**src/rtl/branch_pc_ctrl_pkg.sv**
```systemverilog
// Shared rv32 fetch-control definitions: PC-select encodings and BTB counter constants.
package branch_pc_ctrl_pkg;

  typedef enum logic [1:0] {
    IF_PC_PLUS_4  = 2'd0,
    IF_P_T_PC     = 2'd1,
    EXE_PC_PLUS_4 = 2'd2,
    EXE_T_PC      = 2'd3
  } pc_sel_e;

  localparam logic [1:0] CTR_RST       = 2'd1;  // weakly not-taken
  localparam logic [1:0] CTR_ALLOC_JMP = 2'd3;
  localparam logic [1:0] CTR_ALLOC_BR  = 2'd2;

  function automatic logic [1:0] ctr_inc(input logic [1:0] c);
    return (c == 2'd3) ? c : c + 2'd1;
  endfunction

  function automatic logic [1:0] ctr_dec(input logic [1:0] c);
    return (c == 2'd0) ? c : c - 2'd1;
  endfunction

endpackage

```
**src/rtl/branch_pc_ctrl_btb_table.sv**
```systemverilog
// Direct-mapped BTB storage: two combinational read ports (IF lookup, EXE lookup)
// and one synchronous write port; async reset invalidates every entry.
module btb_table
  import branch_pc_ctrl_pkg::*;
#(
  parameter int AW      = 16,
  parameter int ENTRIES = 16,
  parameter int IDX_W   = $clog2(ENTRIES),
  parameter int TAG_W   = AW - IDX_W - 2
) (
  input  logic             clk,
  input  logic             rst,
  input  logic [IDX_W-1:0] rd_idx,
  output logic             rd_valid,
  output logic [TAG_W-1:0] rd_tag,
  output logic [AW-1:0]    rd_target,
  output logic [1:0]       rd_ctr,
  input  logic [IDX_W-1:0] ex_idx,
  output logic             ex_valid,
  output logic [TAG_W-1:0] ex_tag,
  output logic [AW-1:0]    ex_target,
  output logic [1:0]       ex_ctr,
  input  logic             we,
  input  logic [IDX_W-1:0] wr_idx,
  input  logic [TAG_W-1:0] wr_tag,
  input  logic [AW-1:0]    wr_target,
  input  logic [1:0]       wr_ctr
);

  logic [ENTRIES-1:0]            valid_q, valid_d;
  logic [ENTRIES-1:0][TAG_W-1:0] tag_q, tag_d;
  logic [ENTRIES-1:0][AW-1:0]    target_q, target_d;
  logic [ENTRIES-1:0][1:0]       ctr_q, ctr_d;

  // Read ports see registered contents, so a same-cycle write shows up next cycle
  assign rd_valid  = valid_q[rd_idx];
  assign rd_tag    = tag_q[rd_idx];
  assign rd_target = target_q[rd_idx];
  assign rd_ctr    = ctr_q[rd_idx];
  assign ex_valid  = valid_q[ex_idx];
  assign ex_tag    = tag_q[ex_idx];
  assign ex_target = target_q[ex_idx];
  assign ex_ctr    = ctr_q[ex_idx];

  // Next-state: a write always leaves the entry valid
  always_comb begin
    valid_d  = valid_q;
    tag_d    = tag_q;
    target_d = target_q;
    ctr_d    = ctr_q;
    if (we) begin
      valid_d[wr_idx]  = 1'b1;
      tag_d[wr_idx]    = wr_tag;
      target_d[wr_idx] = wr_target;
      ctr_d[wr_idx]    = wr_ctr;
    end
  end

  // Storage registers, cleared asynchronously
  always_ff @(posedge clk or posedge rst) begin
    if (rst) begin
      valid_q  <= '0;
      tag_q    <= '0;
      target_q <= '0;
      ctr_q    <= {ENTRIES{CTR_RST}};
    end else begin
      valid_q  <= valid_d;
      tag_q    <= tag_d;
      target_q <= target_d;
      ctr_q    <= ctr_d;
    end
  end

endmodule

```
**src/rtl/branch_pc_ctrl.sv**
```systemverilog
// Fetch-stage branch predictor and PC-select controller: BTB lookup in IF,
// resolution/update in EXE, flush on mispredict, perf counters.
module branch_pc_ctrl
  import branch_pc_ctrl_pkg::*;
#(
  parameter int addrWidth   = 16,
  parameter int BTB_ENTRIES = 16,
  parameter int IDX_W       = $clog2(BTB_ENTRIES)
) (
  input  logic                 clk,
  input  logic                 rst,
  input  logic                 Hcf,
  input  logic                 Stall,
  input  logic [addrWidth-1:0] IF_pc,
  input  logic                 EXE_br_valid,
  input  logic                 EXE_is_jump,
  input  logic                 EXE_taken,
  input  logic [addrWidth-1:0] EXE_pc,
  input  logic [addrWidth-1:0] EXE_Target_pc,
  input  logic                 EXE_pred_taken,
  input  logic [addrWidth-1:0] EXE_pred_target,
  output logic [1:0]           PCSel,
  output logic [addrWidth-1:0] Predict_Target_pc,
  output logic                 IF_pred_taken,
  output logic                 Flush,
  output logic [31:0]          br_cnt,
  output logic [31:0]          mis_cnt
);

  localparam int TAG_W = addrWidth - IDX_W - 2;

  logic             rd_valid, ex_valid, we;
  logic [TAG_W-1:0] rd_tag, ex_tag;
  logic [addrWidth-1:0] rd_target, ex_target, wr_target;
  logic [1:0]       rd_ctr, ex_ctr, wr_ctr;
  logic             if_hit, ex_hit, resolve, eff_taken, mispredict;
  logic [31:0]      br_cnt_q, br_cnt_d, mis_cnt_q, mis_cnt_d;
  pc_sel_e          pc_sel;
  logic             unused_bits;

  wire [TAG_W-1:0] if_tag_w = IF_pc[addrWidth-1:IDX_W+2];
  wire [TAG_W-1:0] ex_tag_w = EXE_pc[addrWidth-1:IDX_W+2];

  btb_table #(.AW(addrWidth), .ENTRIES(BTB_ENTRIES), .IDX_W(IDX_W), .TAG_W(TAG_W)) u_btb (
    .clk      (clk),
    .rst      (rst),
    .rd_idx   (IF_pc[IDX_W+1:2]),
    .rd_valid (rd_valid),
    .rd_tag   (rd_tag),
    .rd_target(rd_target),
    .rd_ctr   (rd_ctr),
    .ex_idx   (EXE_pc[IDX_W+1:2]),
    .ex_valid (ex_valid),
    .ex_tag   (ex_tag),
    .ex_target(ex_target),
    .ex_ctr   (ex_ctr),
    .we       (we),
    .wr_idx   (EXE_pc[IDX_W+1:2]),
    .wr_tag   (ex_tag_w),
    .wr_target(wr_target),
    .wr_ctr   (wr_ctr)
  );

  assign unused_bits = ^{IF_pc[1:0], EXE_pc[1:0], rd_ctr[0]};

  assign if_hit            = rd_valid && (rd_tag == if_tag_w);
  assign IF_pred_taken     = if_hit && rd_ctr[1];
  assign Predict_Target_pc = IF_pred_taken ? rd_target : '0;

  assign ex_hit     = ex_valid && (ex_tag == ex_tag_w);
  assign resolve    = EXE_br_valid && !Stall && !Hcf;
  assign eff_taken  = EXE_taken || EXE_is_jump;
  assign mispredict = resolve && ((eff_taken != EXE_pred_taken) ||
                                  (eff_taken && (EXE_pred_target != EXE_Target_pc)));
  assign Flush      = mispredict;
  assign PCSel      = pc_sel;

  // Next-PC select, EXE redirect outranks IF prediction
  always_comb begin
    pc_sel = IF_PC_PLUS_4;
    if (mispredict && eff_taken)       pc_sel = EXE_T_PC;
    else if (mispredict)               pc_sel = EXE_PC_PLUS_4;
    else if (IF_pred_taken && !Hcf)    pc_sel = IF_P_T_PC;
  end

  // BTB write: train/allocate on taken, weaken on not-taken hit
  always_comb begin
    we        = 1'b0;
    wr_target = ex_target;
    wr_ctr    = ex_ctr;
    if (resolve) begin
      if (eff_taken) begin
        we        = 1'b1;
        wr_target = EXE_Target_pc;
        wr_ctr    = ex_hit ? ctr_inc(ex_ctr) : (EXE_is_jump ? CTR_ALLOC_JMP : CTR_ALLOC_BR);
      end else if (ex_hit) begin
        we     = 1'b1;
        wr_ctr = ctr_dec(ex_ctr);
      end
    end
  end

  // Perf counter next-state, free-running wrap
  always_comb begin
    br_cnt_d  = br_cnt_q + {31'd0, resolve};
    mis_cnt_d = mis_cnt_q + {31'd0, mispredict};
  end

  // Perf counter registers
  always_ff @(posedge clk or posedge rst) begin
    if (rst) begin
      br_cnt_q  <= '0;
      mis_cnt_q <= '0;
    end else begin
      br_cnt_q  <= br_cnt_d;
      mis_cnt_q <= mis_cnt_d;
    end
  end

  assign br_cnt  = br_cnt_q;
  assign mis_cnt = mis_cnt_q;

endmodule
```
**config.mk**
```make
export PLATFORM = sky130hd
export DESIGN_NAME = branch_pc_ctrl
export DESIGN_NICKNAME = d
export VERILOG_FILES = /design/src/rtl/branch_pc_ctrl_pkg.sv /design/src/rtl/branch_pc_ctrl_btb_table.sv /design/src/rtl/branch_pc_ctrl.sv
export SDC_FILE = /design/constraint.sdc
export NUM_CORES = 1
export LEC_CHECK = 0
export CORE_MARGIN = 10
export CORE_UTILIZATION = 45
export CTS_CLUSTER_SIZE = 40
export DETAILED_ROUTE_END_ITERATION = 8
export HOLD_SLACK_MARGIN = 0.08
export PLACE_DENSITY = 0.65
export SLEW_MARGIN = 40
export SYNTH_ARGS = -nofsm -noshare
export SYNTH_HDL_FRONTEND = slang
export SYNTH_SLANG_ARGS = --single-unit
```
**constraint.sdc**
```tcl
create_clock -name clk -period 28.7 [get_ports clk]
set_input_delay 4.305 -clock clk [delete_from_list [all_inputs] [get_ports clk]]
set_output_delay 4.305 -clock clk [all_outputs]
set_load 0.05 [all_outputs]
```
# Word-level counts from Yosys, hierarchy flattened

Index checks and enable logic that the tools add are counted.

Equal/unequal tests: 5
Order comparisons: 3
Bitwise operators: 1
$add $sub $neg: 4
Reductions and logical operators: 15
Muxes and demuxes: 43

Operator list:

| operator                                                               | count |
|---|---|
| 256-bit bitwise mux                                                    | 1 |
| 160-bit bitwise mux                                                    | 1 |
| 16-bit binary-select mux with 4-bit select                             | 2 |
| 16-bit 2-to-1 mux                                                      | 6 |
| 10-bit binary-select mux with 4-bit select                             | 2 |
| 32-bit by 1-bit adder with 32-bit output                               | 2 |
| 16-bit demux with 4-bit select                                         | 1 |
| 10-bit demux with 4-bit select                                         | 1 |
| 32-bit bitwise mux                                                     | 1 |
| 10-bit 2-to-1 mux                                                      | 3 |
| 2-bit 2-to-1 mux                                                       | 11 |
| 10-bit equality test                                                   | 2 |
| 2-bit binary-select mux with 4-bit select                              | 2 |
| 16-bit != test                                                         | 1 |
| 16-bit OR                                                              | 1 |
| 1-bit logical AND                                                      | 10 |
| 4-bit by 5-bit < comparator with 1-bit output (second input constant)  | 2 |
| 1-bit binary-select mux with 4-bit select                              | 2 |
| 2-bit demux with 4-bit select                                          | 1 |
| 1-bit 2-to-1 mux                                                       | 8 |
| 1-bit demux with 4-bit select                                          | 1 |
| 4-bit by 1-bit >= comparator with 1-bit output (second input constant) | 1 |
| 2-bit by 1-bit adder with 2-bit output (second input constant)         | 1 |
| 2-bit equality test (second input constant)                            | 1 |
| other kinds (5)                                                        | 7 |

Input bits: 72
Logic and storage cells: 122
Output and inout port bits: 84
Register bits after elaboration: 528

# Longest topological paths before layout

Word-level depth: 9
Gate-level depth with buffers: 13

# Cells and area by module

Synthesis repeated with hierarchy kept, for this count alone.

Cells, all modules: 1880
Area, all modules: 27701.6 um^2

By module, submodules not included:

| module         | sequential area each (um^2) | times used | cells an instance | area each (um^2) |
|---|---|---|---|---|
| btb_table      | 11631.2                     | 1          | 1524              | 24066.8 |
| branch_pc_ctrl | 1601.5                      | 1          | 356               | 3634.7 |

# Worst setup path before layout

No wires, ideal clock.

Path type: input port to output port
From: in IF_pc[2]
To: out PCSel[0]
Path buffers: 2
Stages: 8
Arrival: 8.260 ns
Path slack: 16.135 ns
Cells stage by stage: clkbuf_1 -> buf_1 -> mux4_2 -> mux4_2 -> xor2_1 -> nor4_1 -> nand2_1 -> o31ai_1

Word-level cells in the longest chain between the ends: 9
Elaborated cells between the ends (all ways): 13

RTL lines:

| element                                    | RTL line                       | RTL |
|---|---|---|
| from (decl)                                | branch_pc_ctrl.sv:14           | `input logic [addrWidth-1:0] IF_pc,` |
| 10-bit binary-select mux with 4-bit select | branch_pc_ctrl_btb_table.sv:37 | `assign rd_tag = tag_q[rd_idx];` |
| 10-bit 2-to-1 mux (implied by the code)    | branch_pc_ctrl_btb_table.sv:37 |  |
| 10-bit equality test                       | branch_pc_ctrl.sv:66           | `assign if_hit = rd_valid && (rd_tag == if_tag_w);` |
| 1-bit logical AND                          | branch_pc_ctrl.sv:66           |  |
| 1-bit logical AND (*)                      | branch_pc_ctrl.sv:67           | `assign IF_pred_taken = if_hit && rd_ctr[1];` |
| 1-bit logical AND (*)                      | branch_pc_ctrl.sv:83           | `else if (IF_pred_taken && !Hcf) pc_sel = IF_P_T_PC;` |
| 1-bit 2-to-1 mux (*)                       | branch_pc_ctrl.sv:83           |  |
| 2-bit 2-to-1 mux (*)                       | branch_pc_ctrl.sv:82           | `else if (mispredict) pc_sel = EXE_PC_PLUS_4;` |
| 2-bit 2-to-1 mux (*)                       | branch_pc_ctrl.sv:81           | `if (mispredict && eff_taken) pc_sel = EXE_T_PC;` |
| to (decl)                                  | branch_pc_ctrl.sv:22           | `output logic [1:0] PCSel,` |

Every way passes the cells marked *; elsewhere a longest branch is shown, timed or not. The select of a mux whose other input is x is not followed.

# Worst setup path in the final report

Ends and elaborated chain as after synthesis.

==> impl_metrics.env <==
export IMPL_crit_family="buffers and inverters"
export IMPL_cts_buffers_inserted=57
export IMPL_drtAntennaViolNets=0
export IMPL_core_mm2=0.0617
export IMPL_synth_area_leaders="dfrtp_1 (46%), mux4_2 (21%), mux2_2 (14%), mux2_1 (2.9%), xnor2_1 (2.4%)"
export IMPL_synth_cell_types=59
export IMPL_viasPerCell=6.18
export IMPL_rows=91
export IMPL_clk_pin_slew_ps=60
export IMPL_drv_slew=0
export IMPL_syn_num_nets=1958
export IMPL_worstMarginPinSlew_ps=889
export IMPL_dp_cells=2753
export IMPL_grt_pass1_wl_mm=120
export IMPL_fillers=5201
export IMPL_rr_worst_depth=10
export IMPL_hold_buffers=0
export IMPL_drv_cap=0
export IMPL_cp_required_ps=24400
export IMPL_crit_buf_inv=4
export IMPL_crit_arrival_ps=8920
export IMPL_yosysTopAreaCell="dfrtp_1"
export IMPL_start_util_pct=45.4
export IMPL_yosysWarnings=0
export IMPL_cts_sinks=528
export IMPL_hold_depth=1
export IMPL_grt_pass1_vias=18586
export IMPL_worstSetupPathType="primary input to primary output"
export IMPL_port_buffers=151
export IMPL_power_density_mw_per_mm2=56.0
export IMPL_critical_path_slowest_cell="clkdlybuf4s50_1"
export IMPL_period_share_pct=46.1
export IMPL_clk_path_buf_depth=3
export IMPL_fin_setup_tns_ps=0
export IMPL_syn_cell_area_mm2=0.0280
export IMPL_synth_xor_area_share_pct=3.19
export IMPL_drive_above_1_share_pct=38.8
export IMPL_path_cells="clkbuf_8 > buf_6 > mux4_2 > mux4_2 > xnor2_1 > nand4_1 > nor4_2 > buf_4 > nand2_1 > o31ai_1 > clkdlybuf4s50_1"
export IMPL_finalHoldViolations=0
export IMPL_gp_congestion=0.794
export IMPL_drt_wl_total_mm=79.5
export IMPL_r2r_start="u_btb.tag_q[82]$_DFFE_PP0P_"
export IMPL_tritoncts="yes"
export IMPL_ir_drop_v=0.0000480
export IMPL_die_x_um=269
export IMPL_slew_headroom_pct=40.7
export IMPL_synth_simple_area_share_pct=4.54
export IMPL_power_leakage_uw=0.0141
export IMPL_cts_root_buffer="clkbuf_16"
export IMPL_crit_top_cell="mux4_2"
export IMPL_whs_endpoint="mis_cnt[31]$_DFF_PP0_"
export IMPL_synth_compound_area_share_pct=3.14
export IMPL_rsz0062_at_grt="false"
export IMPL_syn_inst=1881
export IMPL_diodes=0
export IMPL_die_area_mm2=0.0726
export IMPL_synth_edf_count=0
export IMPL_first_pass_iters=5
export IMPL_r2r_end="u_btb.tag_q[144]$_DFFE_PP0P_"
export IMPL_synth_async_reset_ratio_pct=100
export IMPL_dr_first_iter_drc_count=1368
export IMPL_fin_nets=2054
export IMPL_routed_via_count=17675
export IMPL_grt_start_max_net_pins=102
export IMPL_yosysSeqAreaShare_pct=47.3
export IMPL_layout_commonest_cell="dfrtp_1"
export IMPL_critPathCaptureType="primary output"
export IMPL_syn_avg_cell_area_um2=14.9
export IMPL_insertion_delay_ps=630
export IMPL_place_hpwl_mm=48.1
export IMPL_worstPathMaxFanout=54
export IMPL_cp_slowest_stage_delay_ps=870
export IMPL_worst_setup_path_start_kind="primary input"
export IMPL_grt_usage_pct=21.5
export IMPL_fin_area_mm2=0.0322
export IMPL_hold_start="mis_cnt[31]$_DFF_PP0_"
export IMPL_grt_overflow=0
export IMPL_wl_per_cell_um=27.8
export IMPL_htree_num_levels=2
export IMPL_synthAdderAreaFrac_pct=0.223
export IMPL_yosysTopAreaCellShare_pct=45.8
export IMPL_final_cell_mix="dfrtp_1 (512), mux2_2 (357), mux4_2 (256), clkdlybuf4s50_1 (143), o21ai_0 (82)"
export IMPL_cts_resized=0
export IMPL_post_synth_mux_area_share_pct=38.9
export IMPL_post_route_min_period_ps=13220
export IMPL_synth_top_family_by_area="multiplexers"
export IMPL_drcViolationCount=0
export IMPL_final_setup_skew_ps=24.3
export IMPL_setup_viol=0
export IMPL_place_area_mm2=0.0302
export IMPL_die_h_um=269
export IMPL_timing_fmax_mhz=75.6
export IMPL_num_io_pins=156
export IMPL_antenna_found_initial=0
export IMPL_stdcell_count=2861
export IMPL_ys_flop_type="dfrtp_1"
export IMPL_post_cts_buffers=0
export IMPL_hold_path_class="flop to flop"
export IMPL_ys_ff_latch=528
export IMPL_reg2reg_slack_ps=24410
export IMPL_syn_to_final_growth_pct=14.8
export IMPL_status="finished clean"
## flip-flops by register name, summed over array words and instances (netlist names)
name,flops
u_btb.valid_q,16
u_btb.ctr_q,32
u_btb.tag_q,160
mis_cnt,32
br_cnt,32
u_btb.target_q,256
## per-stage QoR
| stage | setup WS (ps) | utilization, % | hold slack [ps] | power [uW] |
|---|---|---|---|---|
| after detailed placement | 15350 | 49.0 | 456 | 1080 |
| after global routing | 15190 | 52.1 | 487 | 1870 |
| after CTS | 15360 | 52.0 | 468 | 1820 |
| final | 15480 | 52.1 | 462 | 1800 |
| after floorplan | 9670 | - | 446 | 995 |
| after global placement | 14560 | 48.9 | 462 | 1070 |
## layout make-up
class                   instances  area [um2]  area share, %
multi-input cells            1188       14100           43.8
flip-flops and latches        528       13200           41.2
repair buffers                192        1870           5.82
clock buffers                  99        1780           5.53
well taps                     837        1050           3.26
clock inverters                 7        91.3          0.284
inverters                      10        45.0          0.140
## per-layer routing
| metal | vias up | GRT usage (%) | share of wire, % |
|---|---|---|---|
| met1 | 9583 | 29.0 | 43 |
| met2 | 522 | 35.4 | 49 |
| met5 | - | 0 | 0 |
| met3 | 145 | 3.32 | 5.0 |
| li1 | 7425 | - | - |
| met4 | 0 | 6.95 | 3.1 |
## worst reg2reg max path, cell delays in order (launching register included)
cell and delay, ps:
dfrtp_1 400, mux4_2 470, mux2i_1 180, xnor2_1 170
a2111o_1 400, o31a_1 330, o31ai_4 440, buf_6 220
and4_2 710, buf_4 470, mux2_2 400
## worst max-delay path by stage
stage	startpoint	endpoint	cells past startpoint
finish	IF_pc[2]	PCSel[0]	11
global placement	IF_pc[3]	PCSel[0]	9
detailed placement	IF_pc[2]	PCSel[0]	11
global route	IF_pc[2]	PCSel[0]	11
floorplan	rst	br_cnt[0]$_DFF_PP0_	1
CTS	IF_pc[2]	PCSel[0]	11
## synthesized netlist by cell type (3+ instances only)
cell,instances
or3_1,4
nand3_1,45
o21ai_0,82
nand4_1,25
mux2i_1,31
o22ai_1,4
nor2_2,4
mux2_2,357
and2_1,6
nand2_1,35
a22o_1,5
inv_1,7
xor2_1,25
and3_1,26
and4_1,8
dfstp_2,16
o211ai_1,3
buf_1,18
dfrtp_1,512
o31ai_1,17
o21a_1,3
nor2b_1,3
nand2b_1,30
nor4_1,3
buf_2,37
ha_1,5
nor3_1,7
mux2_1,72
o211a_1,4
buf_4,22
nor2_4,6
xnor2_1,77
clkbuf_1,77
nor2_1,20
mux4_2,256
## power by group
part,leakage (uW),switching [uW],internal (uW)
registers,0.00718,36.5,790
clock network,0.000909,303,434
logic,0.00604,129,109
total,0.0141,468,1330
## kinds of logic after synthesis
| group | Yosys count |
|---|---|
| compound gates | 138 |
| xor+xnor | 102 |
| fa+ha+maj | 5 |
| buf+inv | 165 |
| flops | 528 |
| mux | 716 |
| simple gates | 227 |
Note: power is estimated with default switching activity, not from simulation.
